`src/rtl/resolution_pkg.sv`:
```
// resolution_pkg: definitions shared by the resolution detector and the
// downstream aspect-ratio stage.
//   W_BITS_DEF / H_BITS_DEF : default width/height counter widths
//   state_e                 : detector frame-tracking state
//   ASPECT_*                : 20-bit unsigned Q4.16 aspect-ratio format
package resolution_pkg;

  localparam int W_BITS_DEF = 11;
  localparam int H_BITS_DEF = 12;

  typedef enum logic {
    WAIT_VS = 1'b0,
    MEASURE = 1'b1
  } state_e;

  // Aspect ratio = width/height as unsigned Q4.16 in 20 bits.
  localparam int                    ASPECT_BITS = 20;
  localparam int                    ASPECT_FRAC = 16;
  localparam logic [ASPECT_BITS-1:0] ASPECT_ONE = 20'h1_0000;

endpackage

```
`src/rtl/resolution_detector_if.sv`:
```
// resolution_detector_if: video timing in, published resolution out.
//   pix_ce, de, vsync           : pixel-qualified timing from the source
//   width, height, locked,
//   res_changed                 : published resolution to the aspect stage
// slave  = detector side, master = source/consumer side.
interface resolution_detector_if
  import resolution_pkg::*;
#(
  parameter int W_BITS = W_BITS_DEF,
  parameter int H_BITS = H_BITS_DEF
);
  logic              pix_ce;
  logic              de;
  logic              vsync;
  logic [W_BITS-1:0] width;
  logic [H_BITS-1:0] height;
  logic              locked;
  logic              res_changed;

  modport slave  (input  pix_ce, de, vsync,
                  output width, height, locked, res_changed);
  modport master (output pix_ce, de, vsync,
                  input  width, height, locked, res_changed);
endinterface

```
`src/rtl/resolution_detector_sync_edge_det.sv`:
```
// sync_edge_det: pix_ce-qualified history of DE/VSYNC and their edges.
//   clk, rst   : clock, synchronous active-high reset
//   ce         : pixel enable; history only advances when ce=1
//   de, vsync  : raw timing inputs
//   de_q       : DE as sampled on the previous pix_ce cycle
//   de_fall    : line close (valid only on ce=1 cycles)
//   vs_rise    : frame boundary (valid only on ce=1 cycles)
module sync_edge_det (
  input  logic clk,
  input  logic rst,
  input  logic ce,
  input  logic de,
  input  logic vsync,
  output logic de_q,
  output logic de_fall,
  output logic vs_rise
);
  logic de_d, vs_d, vs_q;

  always_comb begin
    de_d = de_q;
    vs_d = vs_q;
    if (ce) begin
      de_d = de;
      vs_d = vsync;
    end
  end

  always_ff @(posedge clk) begin
    if (rst) begin
      de_q <= 1'b0;
      vs_q <= 1'b0;
    end else begin
      de_q <= de_d;
      vs_q <= vs_d;
    end
  end

  assign de_fall = ce & ~de & de_q;
  assign vs_rise = ce & vsync & ~vs_q;
endmodule

```
`src/rtl/resolution_detector.sv`:
```
// resolution_detector: measures active width/height from DE/VSYNC and
// publishes them once STABLE_FRAMES identical good frames have been seen.
//   sysclk, rst : clock, synchronous active-high reset
//   bus (slave) : pix_ce/de/vsync in; width/height/locked/res_changed out
// A frame is closed by the vs_rise that opens the next one, so publishing
// happens on the vs_rise edge ending the STABLE_FRAMES-th matching frame.
module resolution_detector
  import resolution_pkg::*;
#(
  parameter int          STABLE_FRAMES  = 3,
  parameter int unsigned TIMEOUT_CYCLES = 2**24,
  parameter int          W_BITS         = W_BITS_DEF,
  parameter int          H_BITS         = H_BITS_DEF
) (
  input logic                   sysclk,
  input logic                   rst,
  resolution_detector_if.slave  bus
);
  localparam int M_BITS = $clog2(STABLE_FRAMES + 1);
  localparam int T_BITS = $clog2(TIMEOUT_CYCLES + 1);
  localparam logic [W_BITS-1:0] W_MAX  = '1;
  localparam logic [H_BITS-1:0] H_MAX  = '1;
  localparam logic [M_BITS-1:0] M_TGT  = M_BITS'(STABLE_FRAMES);
  localparam logic [T_BITS-1:0] T_LAST = T_BITS'(TIMEOUT_CYCLES - 1);

  logic de_q, de_fall, vs_rise;

  sync_edge_det u_edge (
    .clk     (sysclk),
    .rst     (rst),
    .ce      (bus.pix_ce),
    .de      (bus.de),
    .vsync   (bus.vsync),
    .de_q    (de_q),
    .de_fall (de_fall),
    .vs_rise (vs_rise)
  );

  state_e            state_q, state_d;
  logic [W_BITS-1:0] pix_cnt_q, pix_cnt_d, ref_w_q, ref_w_d;
  logic [W_BITS-1:0] cand_w_q, cand_w_d, width_q, width_d;
  logic [H_BITS-1:0] line_cnt_q, line_cnt_d, cand_h_q, cand_h_d;
  logic [H_BITS-1:0] height_q, height_d;
  logic [M_BITS-1:0] match_cnt_q, match_cnt_d;
  logic [T_BITS-1:0] to_cnt_q, to_cnt_d;
  logic              frame_bad_q, frame_bad_d, locked_q, locked_d;
  logic              res_changed_q, res_changed_d;
  logic              frame_good, timeout;

  always_comb begin
    state_d       = state_q;
    pix_cnt_d     = pix_cnt_q;
    ref_w_d       = ref_w_q;
    line_cnt_d    = line_cnt_q;
    frame_bad_d   = frame_bad_q;
    cand_w_d      = cand_w_q;
    cand_h_d      = cand_h_q;
    match_cnt_d   = match_cnt_q;
    width_d       = width_q;
    height_d      = height_q;
    locked_d      = locked_q;
    res_changed_d = 1'b0;
    frame_good    = 1'b0;

    // Sticky at T_LAST: the timeout action simply repeats until a vs_rise.
    timeout  = !vs_rise && (to_cnt_q == T_LAST);
    to_cnt_d = vs_rise ? '0 : (timeout ? to_cnt_q : to_cnt_q + 1'b1);

    case (state_q)
      WAIT_VS: begin
        if (vs_rise) begin
          pix_cnt_d   = '0;
          ref_w_d     = '0;
          line_cnt_d  = '0;
          frame_bad_d = 1'b0;
          state_d     = MEASURE;
        end
      end
      MEASURE: begin
        if (bus.pix_ce && bus.de) begin
          if (pix_cnt_q != W_MAX) pix_cnt_d = pix_cnt_q + 1'b1;
          if (pix_cnt_d == W_MAX) frame_bad_d = 1'b1;
        end
        // Line close is folded in before frame close so a line ending on
        // the vs_rise cycle still counts toward the closing frame.
        if (de_fall) begin
          if (line_cnt_q == '0)          ref_w_d     = pix_cnt_q;
          else if (pix_cnt_q != ref_w_q) frame_bad_d = 1'b1;
          if (line_cnt_q != H_MAX) line_cnt_d = line_cnt_q + 1'b1;
          if (line_cnt_d == H_MAX) frame_bad_d = 1'b1;
          pix_cnt_d = '0;
        end
        if (vs_rise) begin
          frame_good = !frame_bad_d && (line_cnt_d != '0) && !(de_q && !de_fall);
          if (frame_good) begin
            if (ref_w_d == cand_w_q && line_cnt_d == cand_h_q) begin
              if (match_cnt_q != M_TGT) match_cnt_d = match_cnt_q + 1'b1;
            end else begin
              cand_w_d    = ref_w_d;
              cand_h_d    = line_cnt_d;
              match_cnt_d = M_BITS'(1);
            end
            if (match_cnt_d == M_TGT) begin
              locked_d = 1'b1;
              if (cand_w_d != width_q || cand_h_d != height_q) begin
                width_d       = cand_w_d;
                height_d      = cand_h_d;
                res_changed_d = 1'b1;
              end
            end else if (ref_w_d != width_q || line_cnt_d != height_q) begin
              locked_d = 1'b0;
            end
          end else begin
            match_cnt_d = '0;
            locked_d    = 1'b0;
          end
          pix_cnt_d   = '0;
          ref_w_d     = '0;
          line_cnt_d  = '0;
          frame_bad_d = 1'b0;
        end
      end
      default: state_d = WAIT_VS;
    endcase

    if (timeout) begin
      locked_d    = 1'b0;
      match_cnt_d = '0;
      state_d     = WAIT_VS;
    end
  end

  always_ff @(posedge sysclk) begin
    if (rst) begin
      state_q       <= WAIT_VS;
      pix_cnt_q     <= '0;
      ref_w_q       <= '0;
      line_cnt_q    <= '0;
      frame_bad_q   <= 1'b0;
      cand_w_q      <= '0;
      cand_h_q      <= '0;
      match_cnt_q   <= '0;
      width_q       <= '0;
      height_q      <= '0;
      locked_q      <= 1'b0;
      res_changed_q <= 1'b0;
      to_cnt_q      <= '0;
    end else begin
      state_q       <= state_d;
      pix_cnt_q     <= pix_cnt_d;
      ref_w_q       <= ref_w_d;
      line_cnt_q    <= line_cnt_d;
      frame_bad_q   <= frame_bad_d;
      cand_w_q      <= cand_w_d;
      cand_h_q      <= cand_h_d;
      match_cnt_q   <= match_cnt_d;
      width_q       <= width_d;
      height_q      <= height_d;
      locked_q      <= locked_d;
      res_changed_q <= res_changed_d;
      to_cnt_q      <= to_cnt_d;
    end
  end

  assign bus.width       = width_q;
  assign bus.height      = height_q;
  assign bus.locked      = locked_q;
  // Gated so a pulse registered just before rst rises never shows under rst.
  assign bus.res_changed = res_changed_q & ~rst;
endmodule

```
`src/flat_wrapper.sv`:
```
// flat-port wrapper written by rule: the top's interface ports become plain ports
module resolution_detector_flat import resolution_pkg::*;
#(
  parameter int          STABLE_FRAMES  = 3,
  parameter int unsigned TIMEOUT_CYCLES = 2**24,
  parameter int          W_BITS         = W_BITS_DEF,
  parameter int          H_BITS         = H_BITS_DEF
)
  (sysclk, rst, bus_pix_ce, bus_de, bus_vsync, bus_width, bus_height, bus_locked, bus_res_changed);
  resolution_detector_if #(.W_BITS(W_BITS), .H_BITS(H_BITS)) bus_i ();
  input logic sysclk;
  input logic rst;
  input wire logic [$bits(bus_i.pix_ce)-1:0] bus_pix_ce;
  input wire logic [$bits(bus_i.de)-1:0] bus_de;
  input wire logic [$bits(bus_i.vsync)-1:0] bus_vsync;
  output wire logic [$bits(bus_i.width)-1:0] bus_width;
  output wire logic [$bits(bus_i.height)-1:0] bus_height;
  output wire logic [$bits(bus_i.locked)-1:0] bus_locked;
  output wire logic [$bits(bus_i.res_changed)-1:0] bus_res_changed;
  assign bus_i.pix_ce = bus_pix_ce;
  assign bus_i.de = bus_de;
  assign bus_i.vsync = bus_vsync;
  assign bus_width = bus_i.width;
  assign bus_height = bus_i.height;
  assign bus_locked = bus_i.locked;
  assign bus_res_changed = bus_i.res_changed;
  resolution_detector #(.STABLE_FRAMES(STABLE_FRAMES), .TIMEOUT_CYCLES(TIMEOUT_CYCLES), .W_BITS(W_BITS), .H_BITS(H_BITS)) u_core (.sysclk(sysclk), .rst(rst), .bus(bus_i));
endmodule
```
`config.mk`:
```
export PLATFORM = sky130hd
export DESIGN_NAME = resolution_detector_flat
export DESIGN_NICKNAME = d
export VERILOG_FILES = /design/src/rtl/resolution_pkg.sv /design/src/rtl/resolution_detector_if.sv /design/src/rtl/resolution_detector_sync_edge_det.sv /design/src/rtl/resolution_detector.sv /design/src/flat_wrapper.sv
export SDC_FILE = /design/constraint.sdc
export NUM_CORES = 1
export LEC_CHECK = 0
export CORE_MARGIN = 2
export CORE_UTILIZATION = 25
export CTS_CLUSTER_SIZE = 8
export DETAILED_ROUTE_END_ITERATION = 8
export SYNTH_ARGS = -nofsm -noshare
export SYNTH_HDL_FRONTEND = slang
export SYNTH_SLANG_ARGS = --single-unit
```
`constraint.sdc`:
```
create_clock -name sysclk -period 7.2 [get_ports sysclk]
set_input_delay 1.44 -clock sysclk [delete_from_list [all_inputs] [get_ports sysclk]]
set_output_delay 1.44 -clock sysclk [all_outputs]
set_load 0.05 [all_outputs]
```
==> results.toml <==
[cts]
post_cts_buffers = 0
post_cts_resized = 0
cts_buffers = 17
tritoncts = "done"
clk_pin_slew_worst_paths_ns = 0.06
ctsHoldBuffers = 0
cts_root_buffer = "clkbuf_16"
clockBufferDepth = 2
cts_num_sinks = 113
cts_max_level = 4
clk_latency_ns = 0.42

[global_route]
grt_usage_pct = 14.6
grt_pass1_vias = 6128
grt_overflow = 0
grt_pass1_wl_mm = 34.0
grt_max_degree = 62
antenna_found_initial = 0

[yosys]
yosysUniqueCellTypes = 77
synth-edff-count = 0
syn-cell-area_um2 = 7050
yosys-top-cells-area = "dfxtp_1 (32%), mux2i_1 (5.8%), a21oi_1 (5.5%), xnor2_1 (4.7%), xor2_1 (4.2%)"
ys_warn_count = 0
synthDominantCellAreaShare_pct = 32.1
yosys.area.top_type = "dfxtp_1"
synth-main-ff-cell = "dfxtp_1"
synthCells = 881
ys_async_sr_fraction_pct = 0
synth_seq_cells = 113
synth.avg_cell_area_um2 = 8.00
yosysSeqAreaShare_pct = 32.1
syn-num-nets = 890

[floorplan]
initial_core_util_pct = 25.4
die_x_um = 172
core_um2 = 27800
die-area_um2 = 29600
io_pins = 30
die_h_um = 172
rows = 61

[pwr]
vdd_drop_max_uv = 159
power_density_nw_per_um2 = 191
p_leak_nw = 2.83
p_total_mw = 1.54

[final_layout]
multiInputGateArea_um2 = 4320
regArea_um2 = 2260
drive_gt1_share_pct = 7.92
syn_to_final_growth_pct = 14.5
fin_nets = 870
fillCellCount = 2968

[setup_path]
r2r_cells = 10
crit_fanout = 23
timing.rr.start = "u_core.line_cnt_q[0]"
critical_path_class = "input port to flip-flop"
critPathRequiredTime_ns = 7.54
crit_arrival_ns = 5.78
critPathLaunchType = "input port"
cp-endpoint = "u_core.bus.height[9]"
r2r_setup_slack_ns = 2.21
r2r_end = "u_core.cand_w_q[4]"
worstSetupEndpointType = "flip-flop"
critPathLaunch = "bus_pix_ce"

[routing]
route.detailed.drc = 0
post_drt_wl_per_cell_um = 17.0
first_iter_violations = 658
vias = 6556
vias_per_cell = 5.24
wl_mm = 21.2
ant_nets = 0
drt_first_pass_iters = 5

[outcome]
status = "finished clean"

[sta]
min_period_ns = 5.44
slew_headroom_pct = 30.7
max_freq_mhz = 184
rsz0062_at_grt = "no"
worstMarginPinSlew_ns = 1.04
hold_viol = 0
setup_viol = 0
finalSetupTns_ns = 0
finalCritPeriodShare_pct = 75.6
fin_worst_skew_ns = 0.0101
slew_violations = 0

[job]
max-cap-violations = 0

[place]
portBuffers = 29
hpwl_mm = 15.1
place_congestion = 0.909

[min_path]
hold_class = "flip-flop to flip-flop"
placed cells by master, fill, tap and decap left out, types with 5 or more instances in the layout:
cell type        Yosys  routed
dfxtp_1            113     113
a21oi_1             77      77
nor2_1              75      75
nand2_1             70      70
mux2i_1             41      41
o21ai_0             39      39
xnor2_1             38      38
nand3_1             35      35
xor2_1              34      34
inv_1               34      34
clkdlybuf4s50_1      0      28
nand4_1             20      20
or3_1               20      20
nor3_1              20      20
clkbuf_16            0      17
a211oi_1            16      16
nor4_1              13      13
and3_1              12      12
and4_1              12      12
a211oi_2            12      12
o22ai_1             11      11
or2_2                9       9
nor2b_1              7       7
nand2b_1             6       6
a31oi_1              5       5
a22oi_1              5       5
o221ai_1             5       5
and2_1               5       5
a311oi_1             5       5
flip-flops by register name, summed over array words and instances, names as in the netlist, 2 cells and up:
name and count:
u_core.to_cnt_q 25, u_core.bus.height 12, u_core.cand_h_q 12, u_core.line_cnt_q 12, u_core.bus.width 11, u_core.cand_w_q 11, u_core.pix_cnt_q 11, u_core.ref_w_q 11
u_core.match_cnt_q 2
worst min path at each step:
stage,startpoint,slack (ns),end,cells after the start
floorplan,u_core.match_cnt_q[0],0.45,u_core.match_cnt_q[0],2
global placement,u_core.to_cnt_q[24],0.46,u_core.to_cnt_q[24],1
detailed placement,u_core.to_cnt_q[24],0.47,u_core.to_cnt_q[24],1
CTS,u_core.to_cnt_q[24],0.48,u_core.to_cnt_q[24],1
global route,u_core.to_cnt_q[24],0.50,u_core.to_cnt_q[24],1
finish,u_core.match_cnt_q[0],0.48,u_core.match_cnt_q[0],2
cells in the mapped netlist, drive strengths merged, types with 23 or more instances:
master	number
a211oi	28
a21oi	77
buf	27
clkbuf	45
dfxtp	113
inv	34
mux2i	41
nand2	70
nand3	36
nand4	23
nor2	76
o21ai	40
xnor2	38
xor2	34
worst max-delay path: stages:
cell             delay [ns]
clkdlybuf4s50_1        0.69
and3b_1                0.69
nand4_4                0.45
or4_1                  0.62
a2111oi_0              0.40
and4_1                 0.31
and4_1                 0.75
a21oi_1                0.19
a211oi_2               0.21
where the power goes:
group	internal, mW	switching (mW)	total (mW)
registers	0.629	0.00825	0.637
clock network	0.535	0.297	0.832
logic	0.0213	0.0484	0.0698
per-stage QoR:
stage	worst slack, ns	area, µm²	utilization, %	instances	hold slack, ns
after floorplan	3.13	7050	-	881	0.450
after global placement	1.46	7500	27.0	1220	0.458
after detailed placement	1.40	7500	27.0	1220	0.467
after CTS	1.81	8070	29.0	1249	0.476
after global routing	1.39	8070	29.0	1249	0.496
final	1.76	8070	29.1	1250	0.481
kinds of logic after synthesis:
group	after synthesis	synth area share, %
simple gates	330	25.3
buf+inv	106	6.65
compound gates	213	20.2
mux	42	5.98
fa+ha+maj	5	0.852
xor+xnor	72	8.94
flops	113	32.1
metal layers:
layer	global-route usage, %	vias to the layer above	share of wire, %
met5	0	-	0
met2	22.8	238	45
li1	-	3139	-
met4	4.09	0	1.4
met3	2.95	24	6.7
met1	20.4	3155	47
final cells by class:
type                            instances  share of cell area, %
Tap cell                              378                   5.86
Clock buffer                           18                   5.32
Clock inverter                         11                   1.77
Timing Repair Buffer                   33                   3.91
Multi-Input combinational cell        662                   53.5
Sequential cell                       113                   28.0
Inverter                               34                   1.58
Antenna cell                            1                 0.0310
No activity file was read; power rests on OpenSTA's default activity.
